--- src/rtl/adc_pkg.sv ---
// Shared types for the ADC averaging and hysteresis filter.
// Holds the comparator FSM state encoding and the default sample width.
package adc_pkg;

    localparam int ADC_DATA_W = 12;

    typedef enum logic [1:0] {
        WARMUP,
        LOW,
        HIGH
    } adc_state_t;

endpackage

--- src/rtl/adc_window_avg.sv ---
// 4-sample sliding window with a running sum.
// avg_next is the average the window will hold once the current sample lands.
module adc_window_avg
    import adc_pkg::*;
#(
    parameter int DATA_W = ADC_DATA_W
) (
    input  logic              clk,
    input  logic              reset,
    input  logic              sample_valid,
    input  logic [DATA_W-1:0] sample_data,
    output logic [DATA_W-1:0] avg_next
);

    localparam int SW = DATA_W + 2;

    logic [DATA_W-1:0] win [4];
    logic [SW-1:0]     sum;
    logic [SW-1:0]     sum_next;

    // Never underflows: the oldest entry is always part of sum.
    assign sum_next = sum + SW'(sample_data) - SW'(win[3]);
    assign avg_next = DATA_W'(sum_next >> 2);

    always_ff @(posedge clk) begin
        if (reset) begin
            for (int i = 0; i < 4; i++) begin
                win[i] <= '0;
            end
            sum <= '0;
        end else if (sample_valid) begin
            win[0] <= sample_data;
            win[1] <= win[0];
            win[2] <= win[1];
            win[3] <= win[2];
            sum    <= sum_next;
        end
    end

endmodule

--- src/rtl/adc_hyst_filter.sv ---
// Moving-average ADC filter with debounced hysteresis comparison.
// Averages are only published once the window has filled after reset.
module adc_hyst_filter
    import adc_pkg::*;
#(
    parameter int DATA_W  = ADC_DATA_W,
    parameter int CONFIRM = 3
) (
    input  logic              clk,
    input  logic              reset,
    input  logic              sample_valid,
    input  logic [DATA_W-1:0] sample_data,
    input  logic [DATA_W-1:0] thresh_hi,
    input  logic [DATA_W-1:0] thresh_lo,
    output logic              avg_valid,
    output logic [DATA_W-1:0] avg_data,
    output logic              comparison_result,
    output logic              crossing_pulse,
    output logic [7:0]        sample_count
);

    localparam logic [3:0] CONF = 4'(CONFIRM);

    adc_state_t        state_q;
    adc_state_t        state_d;
    logic [3:0]        cnt_q;
    logic [3:0]        cnt_d;
    logic              cross_d;
    logic              qualify;
    logic              load;
    logic [DATA_W-1:0] avg_next;

    adc_window_avg #(
        .DATA_W(DATA_W)
    ) u_win (
        .clk         (clk),
        .reset       (reset),
        .sample_valid(sample_valid),
        .sample_data (sample_data),
        .avg_next    (avg_next)
    );

    // sample_count only reaches 3 inside WARMUP on the 4th sample.
    assign load = sample_valid &&
                  (state_q != WARMUP || sample_count == 8'd3);

    assign comparison_result = (state_q == HIGH);

    always_comb begin
        state_d = state_q;
        cnt_d   = cnt_q;
        cross_d = 1'b0;
        qualify = 1'b0;
        unique case (state_q)
            WARMUP: begin
                if (load) begin
                    state_d = LOW;
                end
            end
            LOW: begin
                qualify = avg_data > thresh_hi;
            end
            HIGH: begin
                qualify = avg_data < thresh_lo;
            end
            default: begin
                state_d = WARMUP;
            end
        endcase
        if (avg_valid && state_q != WARMUP) begin
            if (!qualify) begin
                cnt_d = '0;
            end else if (cnt_q + 4'd1 == CONF) begin
                cnt_d   = '0;
                cross_d = 1'b1;
                state_d = (state_q == LOW) ? HIGH : LOW;
            end else begin
                cnt_d = cnt_q + 4'd1;
            end
        end
    end

    always_ff @(posedge clk) begin
        if (reset) begin
            state_q        <= WARMUP;
            cnt_q          <= '0;
            crossing_pulse <= 1'b0;
            avg_valid      <= 1'b0;
            avg_data       <= '0;
            sample_count   <= '0;
        end else begin
            state_q        <= state_d;
            cnt_q          <= cnt_d;
            crossing_pulse <= cross_d;
            avg_valid      <= load;
            if (load) begin
                avg_data <= avg_next;
            end
            if (sample_valid) begin
                sample_count <= sample_count + 8'd1;
            end
        end
    end

endmodule

--- config.mk ---
export PLATFORM = sky130hd
export DESIGN_NAME = adc_hyst_filter
export DESIGN_NICKNAME = d
export VERILOG_FILES = /design/src/rtl/adc_pkg.sv /design/src/rtl/adc_window_avg.sv /design/src/rtl/adc_hyst_filter.sv
export SDC_FILE = /design/constraint.sdc
export NUM_CORES = 1
export LEC_CHECK = 0
export BUFFER_PORTS_ARGS = -buffer_cell sky130_fd_sc_hd__buf_2
export CORE_MARGIN = 2
export CORE_UTILIZATION = 59
export DETAILED_ROUTE_END_ITERATION = 10
export HOLD_SLACK_MARGIN = 0.03
export PLACE_DENSITY_LB_ADDON = 0.2
export SLEW_MARGIN = 30
export SYNTH_ARGS = -nofsm -noshare
export SYNTH_HDL_FRONTEND = slang
export SYNTH_SLANG_ARGS = --single-unit
--- constraint.sdc ---
create_clock -name clk -period 3.83 [get_ports clk]
set_clock_uncertainty 0.2 [all_clocks]
set_input_delay 0.5745 -clock clk [delete_from_list [all_inputs] [get_ports clk]]
set_output_delay 0.5745 -clock clk [all_outputs]
set_load 0.1 [all_outputs]
; Word-level counts from Yosys, hierarchy flattened
; Memory sizes are Yosys's and may differ from the RTL's.
; Cells that the tools add are included.
[op_classes]
n_addsub = 4
order_cmp = 2
eq_ne = 4
mux = 19
bitwise = 6
reduce_logical = 7
[ops]
columns = cell, n
row1 = 12-bit two-way mux, 4
row2 = 14-bit by 12-bit adder with 14-bit output, 1
row3 = 14-bit by 12-bit subtractor with 14-bit output, 1
row4 = 12-bit greater-than comparator, 1
row5 = 12-bit less-than comparator, 1
row6 = 2-bit two-way mux, 5
row7 = "8-bit by 1-bit adder with 8-bit output, second input constant", 1
row8 = "8-bit by 2-bit equality test with 1-bit output, second input constant", 1
row9 = 4-bit two-way mux, 2
row10 = 1-bit two-way mux, 6
row11 = "4-bit by 1-bit adder with 4-bit output, second input constant", 1
row12 = "4-bit by 2-bit equality test with 1-bit output, second input constant", 1
row13 = 1-bit bitwise OR, 4
row14 = 2-bit one-hot mux with 2 select lines, 1
row15 = 3-bit OR reduction, 1
row16 = "2-bit by 1-bit equality test with 1-bit output, second input constant", 1
row17 = "2-bit equality test, second input constant", 1
row18 = 1-bit logical AND, 2
row19 = 2-bit zero test, 1
row20 = 1-bit inverter, 2
row21 = 1-bit one-hot mux with 2 select lines, 1
row22 = 2-bit nonzero test, 1
row23 = 2-bit OR reduction, 1
row24 = 1-bit logical OR, 1
[word_totals]
register_bits = 42
ram_bits = 48
input_bits = 39
output_inout_bits = 23
word_cells = 50
n_memories = 1
[memory_table]
columns = name, depth, width, read_ports, rd_clocked_by_memory_dff, wr, line
row1 = u_win.win, 4, 12, 4, 0, 4, adc_window_avg.sv:17  ; logic [DATA_W-1:0] win [4];

; Longest topological paths before layout
; Gate-level depths: netlist of the first run.
[depth]
word_depth = 8
mapped_depth = 12
ltp_nobuf = 12

; Hierarchy
; Synthesis of the first run repeated with hierarchy kept, for this count alone.
[unflattened]
hier_cells = 499
area_unflattened_um2 = 5117.4
[modules_own_cells]
columns = mod, n_inst, cells_per_inst, area_each_um2, seq_area_each_um2
row1 = adc_window_avg, 1, 290, 3329.4, 1721.7
row2 = adc_hyst_filter, 1, 209, 1788.0, 560.5

; Worst setup path before layout of the first run
; Ideal clock, no wire load.
[synth_timing]
path_kind = input-to-reg
startpoint = in sample_data[2]
endpoint = reg u_win.sum[10]
setup_time_ps = 177
arrival_ps = 2640
t_required_ps = 3453
slack_ps = 813
stages = 10
path_buffers = 0
path_cell_list = inv_1 > fa_1 > inv_1 > ha_1 > nor2b_1 > o31a_1 > o2111a_1 > or3_1 > nand3_1 > o21ai_0
[synth_between]
elab_chain_cells = 2
[synth_rtl]
columns = element, line
row1 = start: declaration, adc_hyst_filter.sv:12  ; input logic [DATA_W-1:0] sample_data,
row2 = 14-bit by 12-bit adder with 14-bit output, adc_window_avg.sv:22  ; assign sum_next = sum + SW'(sample_data) - SW'(win[3]);
row3 = 14-bit by 12-bit subtractor with 14-bit output, adc_window_avg.sv:22
row4 = end signal: assignment, adc_window_avg.sv:36  ; sum <= sum_next;
row5 = end: declaration, adc_window_avg.sv:18  ; logic [SW-1:0] sum;
; No other way between the ends.
; A chain may end at the register's enable or synchronous reset.

; Worst setup path after layout of the first run
[layout_timing]
startpoint = reg u_win.sum[2]
endpoint = reg u_win.sum[12]
[layout_between]
elab_chain_cells = 2
[layout_rtl]
columns = element, line
row1 = 14-bit by 12-bit adder with 14-bit output, adc_window_avg.sv:22
row2 = 14-bit by 12-bit subtractor with 14-bit output, adc_window_avg.sv:22
; No other way between the ends.

==> results of run 1 <==
## how the worst min path moves through the flow
| stage | start | endpoint |
|---|---|---|
| 2_1_floorplan | u_win.sum[11]$_SDFFE_PP0P_ | u_win.sum[11]$_SDFFE_PP0P_ |
| 3_3_place_gp | u_win.sum[1]$_SDFFE_PP0P_ | u_win.sum[1]$_SDFFE_PP0P_ |
| 3_5_place_dp | u_win.sum[1]$_SDFFE_PP0P_ | u_win.sum[1]$_SDFFE_PP0P_ |
| 4_1_cts | u_win.sum[1]$_SDFFE_PP0P_ | u_win.sum[1]$_SDFFE_PP0P_ |
| 5_1_grt | u_win.sum[1]$_SDFFE_PP0P_ | u_win.sum[1]$_SDFFE_PP0P_ |
| 6_report | u_win.sum[1]$_SDFFE_PP0P_ | u_win.sum[1]$_SDFFE_PP0P_ |
## state kept, by name, indices dropped and copies added, names as in the netlist
name and cells:
cnt_q 4, sample_count 8, avg_valid 1, crossing_pulse 1
state_q 2, u_win.win 48, avg_data 12, u_win.sum 14
## through the flow
stage,instances,hold WS (ns),util [%]
CTS,689,0.284,68.5
detailed placement,673,0.271,66.3
finish,689,0.282,68.5
global route,689,0.313,68.5
global placement,673,0.268,66.3
floorplan,519,0.249,-
## per-layer routing
metal	share of wire (%)	routed length (µm)	vias up
met4	1.2	114	0
met3	5.5	533	10
met5	0	0	-
li1	-	-	1885
met2	47	4490	107
met1	47	4500	1767
## critical path: stages (launching register included)
cell and delay [ns]:
dfxtp_1 0.35, inv_1 0.06, fa_1 0.49, inv_1 0.04, ha_1 0.33, nor2b_1 0.16, o31a_1 0.30, o2111a_1 0.29
o211a_1 0.25, o21ai_0 0.20, o311ai_1 0.13
## power groups by stage
stage / Clock (mW) / Sequential, mW / Combinational [mW]
floorplan: 0 / 1.27 / 0.823
global placement: 0 / 1.19 / 1.10
global route: 0.670 / 1.18 / 1.31
finish: 0.617 / 1.17 / 1.17
CTS: 0.633 / 1.17 / 1.16
detailed placement: 0 / 1.19 / 1.15
## placed cells by master, fill, tap and decap left out, types with 2 or more instances in the layout
master	synthesis	routed
a211oi_1	4	4
and3_1	5	5
o311ai_1	2	2
a22o_1	2	2
nor2_1	41	41
clkbuf_8	0	9
inv_6	0	4
buf_2	1	61
dfxtp_1	42	42
nor3_1	7	7
edfxtp_1	48	48
a2111o_1	2	2
nand2_1	36	36
nand4_1	6	6
or3_1	5	5
xor2_1	6	6
nor2b_1	6	5
a21boi_0	2	2
fa_1	12	12
a21o_1	10	10
xnor2_1	8	8
o311ai_0	2	2
nor4_1	2	2
buf_4	0	3
a21oi_1	27	27
nand3_1	5	5
ha_1	43	43
a221o_1	2	2
o21ai_0	19	19
nand2b_1	5	5
nor3b_1	2	2
nand3b_1	5	5
and2_1	37	37
inv_1	78	77
o21bai_1	4	4
mux2i_1	8	8
## cell families (layout without fill, tap and decap cells)
logic type	count (synthesis)	count (layout)	synth area share, %
and+or+nand+nor	167	167	16.9
buffers and inverters	93	158	7.08
AOI/OAI and AO/OA	91	91	12.0
DFF	90	90	44.7
adders and majority gates	55	55	15.2
xor gates and xnor gates	14	14	2.40
muxes	9	9	1.79
## area by class of cell
class | count | area [µm²]
fill | 647 | 2620
clock buffer | 9 | 124
multi-input combinational | 336 | 2470
timing repair buffer | 64 | 328
sequential | 90 | 2280
clock inverter | 7 | 58.8
tap | 105 | 131
inverter | 78 | 293
==> impl_metrics.csv, run 1 <==
group,metric,value,unit
run_status,status,"completed",
yosys,synth-edff-count,48,
placement,gp_congestion,0.887,
setup_path,cp_max_fo,5,
yosys,yosysSeqAreaShare,44.7,%
power,intPower,1.81,mW
cts,htreeDepth,3,
detailed_routing,routed_wirelength,9630,µm
timing,tightestPinTransition,0.652,ns
cells_and_area,design_area,5680,µm²
detailed_routing,dr.pass1.iters,4,
yosys,ys_types,57,
setup_path,r2r-start,"u_win.sum[2]$_SDFFE_PP0P_",
timing,fmax,340,MHz
detailed_routing,vias,3769,
global_route,grt_pass1_wl,16700,µm
setup_path,crit_start,"u_win.sum[2]$_SDFFE_PP0P_",
setup_path,reg2reg_slack,0.89,ns
placement,hpwl,7180,µm
setup_path,endpoint_kind,"flop",
yosys,ys_async_sr_fraction,0,%
timing,rsz0062_at_grt,"false",
cts,cts_tree,"yes",
cts,clk_latency,0.37,ns
cts,cts_buffer_depth,2,
placement,portBuffers,61,
detailed_routing,ant_nets,0,
power,power.total,2.96,mW
cts,cts_buffers,9,
global_route,use_met1,29.4,%
global_route,grt_pass1_vias,3659,
floorplanning,start_util,61.6,%
setup_path,crit_arrival,2.98,ns
cts,cts_setup_buffers,0,
global_route,gr-total-overflow,0,
floorplanning,fp.coreArea,8300,µm²
cells_and_area,n_antenna_cell,0,
power,sequentialPowerShare,39.7,%
cells_and_area,area_growth,11.3,%
detailed_routing,drc_errors,0,
global_route,groute.layer.met3.usage,4.39,%
detailed_routing,via_per_inst,5.47,
setup_path,r2r_cells,10,
power,ir_worst_vdd,0.277,mV
floorplanning,fp-row-count,33,
floorplanning,die_h,97.1,µm
setup_path,criticalPathCategory,"flop to flop",
timing,setup_viol,0,
detailed_routing,wire_per_inst,14.0,µm
global_route,antenna_found_initial,0,
global_route,groute.layer.met2.usage,34.6,%
timing,finalWorstSetupSlack,0.886,ns
timing,timing.final.crit_share,76.9,%
yosys,ys.flop_type,"edfxtp_1",
yosys,syn_inst,519,
power,switchingPower,1.15,mW
yosys,syn_avg_cell_area,9.84,µm²
detailed_routing,dr.first_iter.drc_count,160,
placement,dp_worst_setup_slack,0.537,ns
yosys,ys_ff_latch,90,
cts,cts.sinks,90,
timing,min_period,2.94,ns
yosys,synth_most_common_cell,"inv_1",
cts,clockRootBuffer,"clkbuf_8",
yosys,yosysTopAreaCell,"edfxtp_1",
yosys,syn-cell-area,5110,µm²
power,swShare,38.8,%
setup_path,timing.rr.end,"u_win.sum[12]$_SDFFE_PP0P_",
global_route,grt_use_total,21.6,%
yosys,postSynthNetCount,613,
global_route,grt_max_degree,53,
cts,cts_resized,0,
timing,relSlewSlack,56.5,%
global_route,grt-busiest-layer,"met2",
power,power_density,520,nW/µm²
yosys,synthTopCellsByArea,"edfxtp_1 (28%), dfxtp_1 (16%), ha_1 (11%)",
placement,dpl_cell_area,5500,µm²
cells_and_area,drive_gt1_share,15.1,%
setup_path,crit_required,3.87,ns
hold_path,hold_path_class,"flop to flop",
timing,fin_tns_setup,0,ns
setup_path,startpoint_type,"flop",
yosys,yosys-top-cells-count,"inv_1 (78), edfxtp_1 (48), ha_1 (43), dfxtp_1 (42), nor2_1 (41)",
run,maxCapViolCount,0,
cts,path_clk_slew,0.10,ns
cells_and_area,fin_nets,673,
power,power.leakage,2.69,nW
timing,timing.final.hold_violations,0,
yosys,synth_top_area_share,28.2,%
timing,final_max_slew_viol_count,0,
power,clock_power_share,20.9,%
floorplanning,ios,62,
power,combPwrFrac,39.5,%
floorplanning,die_w,97.1,µm
cts,ctsHoldBuffers,0,
yosys,yosysWarnings,0,
hold_path,hold_depth,2,
floorplanning,die_area,9420,µm²
setup_path,endpoint,"u_win.sum[12]$_SDFFE_PP0P_",
Note: power is estimated with default switching activity, not from simulation.
==> inputs of run 2 (changes only) <==
CORE_UTILIZATION = 53   (was 59)
clock period = 2.65 ns   (was 3.83 ns; I/O delays follow)
==> impl_metrics.csv, run 2 (synthesis results as in run 1) <==
group,metric,value,unit
run_status,status,"finished, violations left",
run_status,violations,"setup timing",
placement,post-place-cells,723,
detailed_routing,dr.pass1.iters,4,
timing,setup_viol,9,
floorplanning,fp-row-count,35,
cells_and_area,drive_gt1_share,26.1,%
floorplanning,die_h,102,µm
cells_and_area,fin_nets,703,
power,power.leakage,2.87,nW
global_route,grt_max_degree,31,
setup_path,startpoint_type,"flop",
setup_path,max_stage_delay,0.56,ns
cells_and_area,regMostFlops,"u_win.win",
placement,portBuffers,61,
global_route,gr-total-overflow,0,
detailed_routing,routed_wirelength,9820,µm
detailed_routing,wire_per_inst,13.2,µm
setup_path,crit_arrival,2.78,ns
floorplanning,die_area,10400,µm²
cells_and_area,n_antenna_cell,0,
cts,cts.sinks,90,
setup_path,crit_family,"compound AO/OA/AOI/OAI gates",
cells_and_area,stdcell_count,743,
hold_path,hold_path_class,"input pin to flop",
global_route,grt_pass1_vias,3585,
detailed_routing,vias,3780,
setup_path,endpoint_kind,"flop",
setup_path,criticalPathCategory,"flop to flop",
global_route,antenna_found_initial,0,
floorplanning,die_w,102,µm
timing,timing.final.hold_violations,0,
timing,fmax,362,MHz
timing,final_max_slew_viol_count,0,
setup_path,crit_required,2.67,ns
cts,clockRootBuffer,"clkbuf_8",
timing,tightestPinTransition,0.671,ns
placement,hpwl,7270,µm
cts,clk_latency,0.35,ns
power,ir_worst_vdd,0.462,mV
timing,timing.final.crit_share,104,%
global_route,grt_pass1_wl,16300,µm
detailed_routing,via_per_inst,5.09,
floorplanning,ios,62,
cts,path_clk_slew,0.09,ns
cells_and_area,layout_common_cells,"inv_1 (73), buf_2 (61), edfxtp_1 (48)",
cts,cts_tree,"yes",
setup_path,cp_max_fo,4,
cells_and_area,area_growth,21.2,%
run,maxCapViolCount,0,
detailed_routing,drc_errors,0,
floorplanning,start_util,55.0,%
cts,cts_buffer_depth,2,
floorplanning,fp.coreArea,9280,µm²
timing,rsz0062_at_grt,"true",
placement,gp_congestion,0.860,
setup_path,cp_slowest_cell,"fa_1",
setup_path,crit_chain,"inv_2 -> fa_1 -> buf_4 -> fa_2 -> nor2b_4 -> o31a_1 -> o2111a_2 -> o211a_4 -> o21ai_2 -> o311ai_2",
timing,fin_tns_setup,-0.461,ns
timing,finalWorstSetupSlack,-0.110,ns
timing,relSlewSlack,55.3,%
setup_path,cp_num_buf_inv,2,
cells_and_area,largest_reg_flops,48,
cts,cts_buffers,9,
timing,min_period,2.76,ns
power,power_density,790,nW/µm²
detailed_routing,ant_nets,0,
global_route,grt_use_total,19.9,%
cells_and_area,reg.largest.list,"u_win.win (48), u_win.sum (14), avg_data (12)",
cells_and_area,mostFrequentLayoutCell,"inv_1",
detailed_routing,dr.first_iter.drc_count,149,
cts,htreeDepth,3,
run 2: path summary, 6_finish.rpt:
kind                                  start                       endpoint  slack, ns  cells past startpoint
setup reg to reg  u_win.sum[1]$_SDFFE_PP0P_      avg_data[10]$_SDFFE_PP0P_      -0.11                     10
hold reg to reg    avg_data[0]$_SDFFE_PP0P_       avg_data[0]$_SDFFE_PP0P_       0.28                      2
setup / recovery  u_win.sum[1]$_SDFFE_PP0P_      avg_data[10]$_SDFFE_PP0P_      -0.11                     10
hold / removal               sample_data[0]  u_win.win[0][0]$_SDFFCE_PN0P_       0.17                      2
run 2: area by class of cell:
type	instances	area, µm²
clock buffers	11	141
well taps	129	161
fillers	757	3090
repair buffers	94	598
inverters	78	300
flip-flops and latches	90	2290
clock inverters	5	36.3
multi-input cells	336	2660
run 2: layer usage:
layer	global-route usage [%]	vias to the layer above	share of wire, %	routed length, µm
li1	-	1950	-	-
met1	26.5	1738	49	4820
met2	33.4	79	46	4480
met3	2.87	13	3.7	364
met4	7.18	0	1.6	158
met5	0	-	0	0
run 2: stage by stage:
step | hold slack (ns) | total power, mW | setup WS, ns | instance area [µm²] | util [%]
2_1_floorplan | 0.249 | 3.10 | -0.141 | 5170 | -
3_3_place_gp | 0.265 | 3.66 | -0.240 | 5830 | 62.8
3_5_place_dp | 0.269 | 3.73 | -0.317 | 5830 | 62.8
4_1_cts | 0.155 | 4.69 | -0.117 | 6080 | 65.5
5_1_grt | 0.170 | 5.26 | -0.224 | 6190 | 66.7
6_report | 0.168 | 4.89 | -0.110 | 6190 | 66.7
run 2: where the power goes:
| group | total (mW) | internal, mW | switching (mW) |
|---|---|---|---|
| clock | 0.854 | 0.371 | 0.483 |
| combinational | 2.34 | 1.07 | 1.26 |
| sequential | 1.70 | 1.62 | 0.0808 |
| total | 4.89 | 3.06 | 1.83 |
run 2: repair_timing:
action / CTS / global route
gates resized for setup: 11 / 29
hold buffers: 0 / 0
pin swaps: 10 / 11
setup endpoints to repair: 13 / 20
buffers inserted: 3 / 1
gates cloned: 0 / 0
==> inputs of run 3 (changes only) <==
ABC_AREA = 1   (was unset)
CORE_UTILIZATION = 39   (was 53)
==> impl_metrics.csv, run 3 <==
group,metric,value,unit
run,maxCapViolCount,0,
detailed_routing,drc_errors,0,
floorplanning,fp-row-count,42,
cts,path_clk_slew,0.06,ns
timing,tightestPinTransition,0.515,ns
setup_path,crit_required,2.70,ns
timing,fmax,400,MHz
yosys,synth_most_common_cell,"inv_1",
yosys,ys_types,35,
cells_and_area,largest_reg_flops,48,
yosys,yosys-top-cells-count,"inv_1 (163), nor2_1 (96), nand2_1 (95), edfxtp_1 (48), ha_1 (43)",
placement,hpwl,7550,µm
timing,rsz0062_at_grt,"true",
timing,timing.final.crit_share,94.4,%
cells_and_area,fillers,1331,
power,ir_worst_vdd,0.347,mV
cts,cts_buffers,9,
timing,min_period,2.50,ns
yosys,ys_ff_latch,90,
cts,ctsHoldBuffers,0,
yosys,synth_top_area_share,27.6,%
timing,setup_viol,0,
yosys,postSynthNetCount,733,
power,switchingPower,1.86,mW
timing,timing.final.hold_violations,0,
floorplanning,die_h,120,µm
yosys,yosysTopAreaCell,"edfxtp_1",
power,clock_power_share,26.3,%
cells_and_area,regMostFlops,"u_win.win",
floorplanning,start_util,39.6,%
yosys,syn_avg_cell_area,8.18,µm²
cts,cts_setup_buffers,0,
yosys,synthTopCellsByArea,"edfxtp_1 (28%), dfxtp_1 (16%), inv_1 (12%)",
yosys,syn-cell-area,5230,µm²
cts,clk_latency,0.34,ns
setup_path,crit_arrival,2.55,ns
cts,cts_buffer_depth,2,
floorplanning,die_w,120,µm
setup_path,cp_common_cell,"nand2_1",
detailed_routing,wire_per_inst,11.2,µm
setup_path,cp_slowest_cell,"fa_1",
yosys,ys_async_sr_fraction,0,%
cells_and_area,fin_nets,810,
yosys,yosysSeqAreaShare,43.6,%
global_route,gr-total-overflow,0,
hold_path,hold_path_class,"input pin to flop",
cells_and_area,n_antenna_cell,0,
power,power.leakage,3.14,nW
global_route,antenna_found_initial,0,
cts,cts_tree,"yes",
power,power.total,5.09,mW
cells_and_area,area_growth,17.7,%
detailed_routing,dr.pass1.iters,4,
cts,clockRootBuffer,"clkbuf_16",
cells_and_area,reg.largest.list,"u_win.win (48), u_win.sum (14), avg_data (12)",
timing,fin_tns_setup,0,ns
cells_and_area,post-route-util,46.7,%
cells_and_area,drive_gt1_share,16.1,%
timing,relSlewSlack,65.5,%
global_route,grt_use_total,14.9,%
setup_path,endpoint_kind,"flop",
power,power_density,828,nW/µm²
placement,portBuffers,61,
yosys,ys.flop_type,"edfxtp_1",
global_route,grt_max_degree,62,
cts,cts.sinks,90,
power,intPower,3.24,mW
global_route,grt_pass1_vias,3831,
setup_path,cp_max_fo,4,
run_status,status,"completed",
placement,gp_congestion,0.834,
setup_path,crit_chain,"fa_1 -> fa_1 -> inv_1 -> nand3_1 -> nand3_2 -> nand3_1 -> nand3_1 -> nand2_1 -> nand2_1 -> nand2_1 -> nand2_1 -> inv_1",
cells_and_area,mostFrequentLayoutCell,"inv_1",
detailed_routing,routed_wirelength,10000,µm
yosys,synth-edff-count,48,
setup_path,max_stage_delay,0.51,ns
yosys,yosysWarnings,0,
setup_path,startpoint_type,"flop",
setup_path,criticalPathCategory,"flop to flop",
detailed_routing,ant_nets,0,
timing,hold-worst-slack,0.182,ns
timing,final_max_slew_viol_count,0,
detailed_routing,vias,4011,
floorplanning,die_area,14300,µm²
power,swShare,36.4,%
yosys,syn_inst,639,
detailed_routing,dr.first_iter.drc_count,167,
floorplanning,fp.coreArea,13200,µm²
cts,htreeDepth,3,
floorplanning,ios,62,
power,combPwrFrac,40.9,%
global_route,grt_pass1_wl,17000,µm
detailed_routing,via_per_inst,4.47,
cells_and_area,layout_common_cells,"inv_1 (162), nor2_1 (96), nand2_1 (95)",
power,sequentialPowerShare,32.8,%
==> run 3: cell count changes after synthesis, sizes merged, moves of 8 or more <==
| cell | change |
|---|---|
| nor2 | +57 |
| nand2 | +65 |
| mux2i | -8 |
| a21o | -9 |
| inv | +87 |
| clkbuf | -8 |
| and2 | -38 |
| nand3 | +20 |
==> run 3: timing repair <==
action | CTS | global route
endpoints found under the hold margin | 0 | 0
gates resized for setup | 0 | 7
endpoints found under the setup margin | 0 | 9
==> run 3: worst max-delay path: cells and delay by family, from the launching register on <==
family | cells | cell delay (ns)
fa+ha+maj | 2 | 0.96
buf+inv | 2 | 0.12
simple gates | 8 | 0.71
flops | 1 | 0.42
==> run 3: power groups by stage <==
| stage | clock (mW) | sequential [mW] | combinational (mW) |
|---|---|---|---|
| finish | 1.34 | 1.67 | 2.08 |
| global route | 1.42 | 1.69 | 2.36 |
| floorplan | 0 | 1.77 | 1.36 |
| CTS | 1.37 | 1.67 | 2.06 |
| detailed placement | 0 | 1.70 | 2.04 |
| global placement | 0 | 1.70 | 2.03 |
==> run 3: kinds of logic (layout without fill, tap and decap cells) <==
| kind of cell | Yosys count | in the layout | share of synthesized area (%) |
|---|---|---|---|
| AOI/OAI and AO/OA | 70 | 70 | 7.51 |
| buffers and inverters | 177 | 259 | 13.2 |
| DFF | 90 | 90 | 43.6 |
| adders and majority gates | 55 | 55 | 14.9 |
| xor gates and xnor gates | 9 | 9 | 1.51 |
| and+or+nand+nor | 238 | 238 | 19.2 |
==> run 3: through the flow <==
stage,cells,worst slack (ns),area [µm²]
after CTS,897,0.104,6130
after global placement,881,-0.0778,5820
after detailed placement,881,-0.0960,5820
after floorplan,639,0.202,5230
final,897,0.148,6150
after global routing,897,-0.0154,6150
==> run 3: worst paths after layout <==
check,end,cells after the start,from,slack (ns)
setup / recovery,avg_data[10]$_SDFFE_PP0P_,12,u_win.win[0][37]$_SDFFCE_PN0P_,0.15
hold / removal,sample_count[0]$_SDFFE_PP0P_,2,sample_valid,0.18
setup reg to reg,avg_data[10]$_SDFFE_PP0P_,12,u_win.win[0][37]$_SDFFCE_PN0P_,0.15
hold reg to reg,u_win.sum[13]$_SDFFE_PP0P_,2,u_win.sum[13]$_SDFFE_PP0P_,0.27
==> run 3: cell type report <==
type	instances	area, µm²	share of cell area, %
Clock buffer	10	229	3.72
Clock inverter	6	81.3	1.32
Inverter	166	628	10.2
Multi-Input combinational cell	372	2270	37.0
Sequential cell	90	2280	37.1
Tap cell	176	220	3.58
Timing Repair Buffer	77	438	7.12
==> run 3: routing by layer <==
layer,vias up,routed length [µm],GRT usage (%)
met5,-,0,0
met4,0,220,6.91
met3,12,329,2.76
met2,59,4410,23.5
met1,1815,5050,19.8
li1,2125,-,-
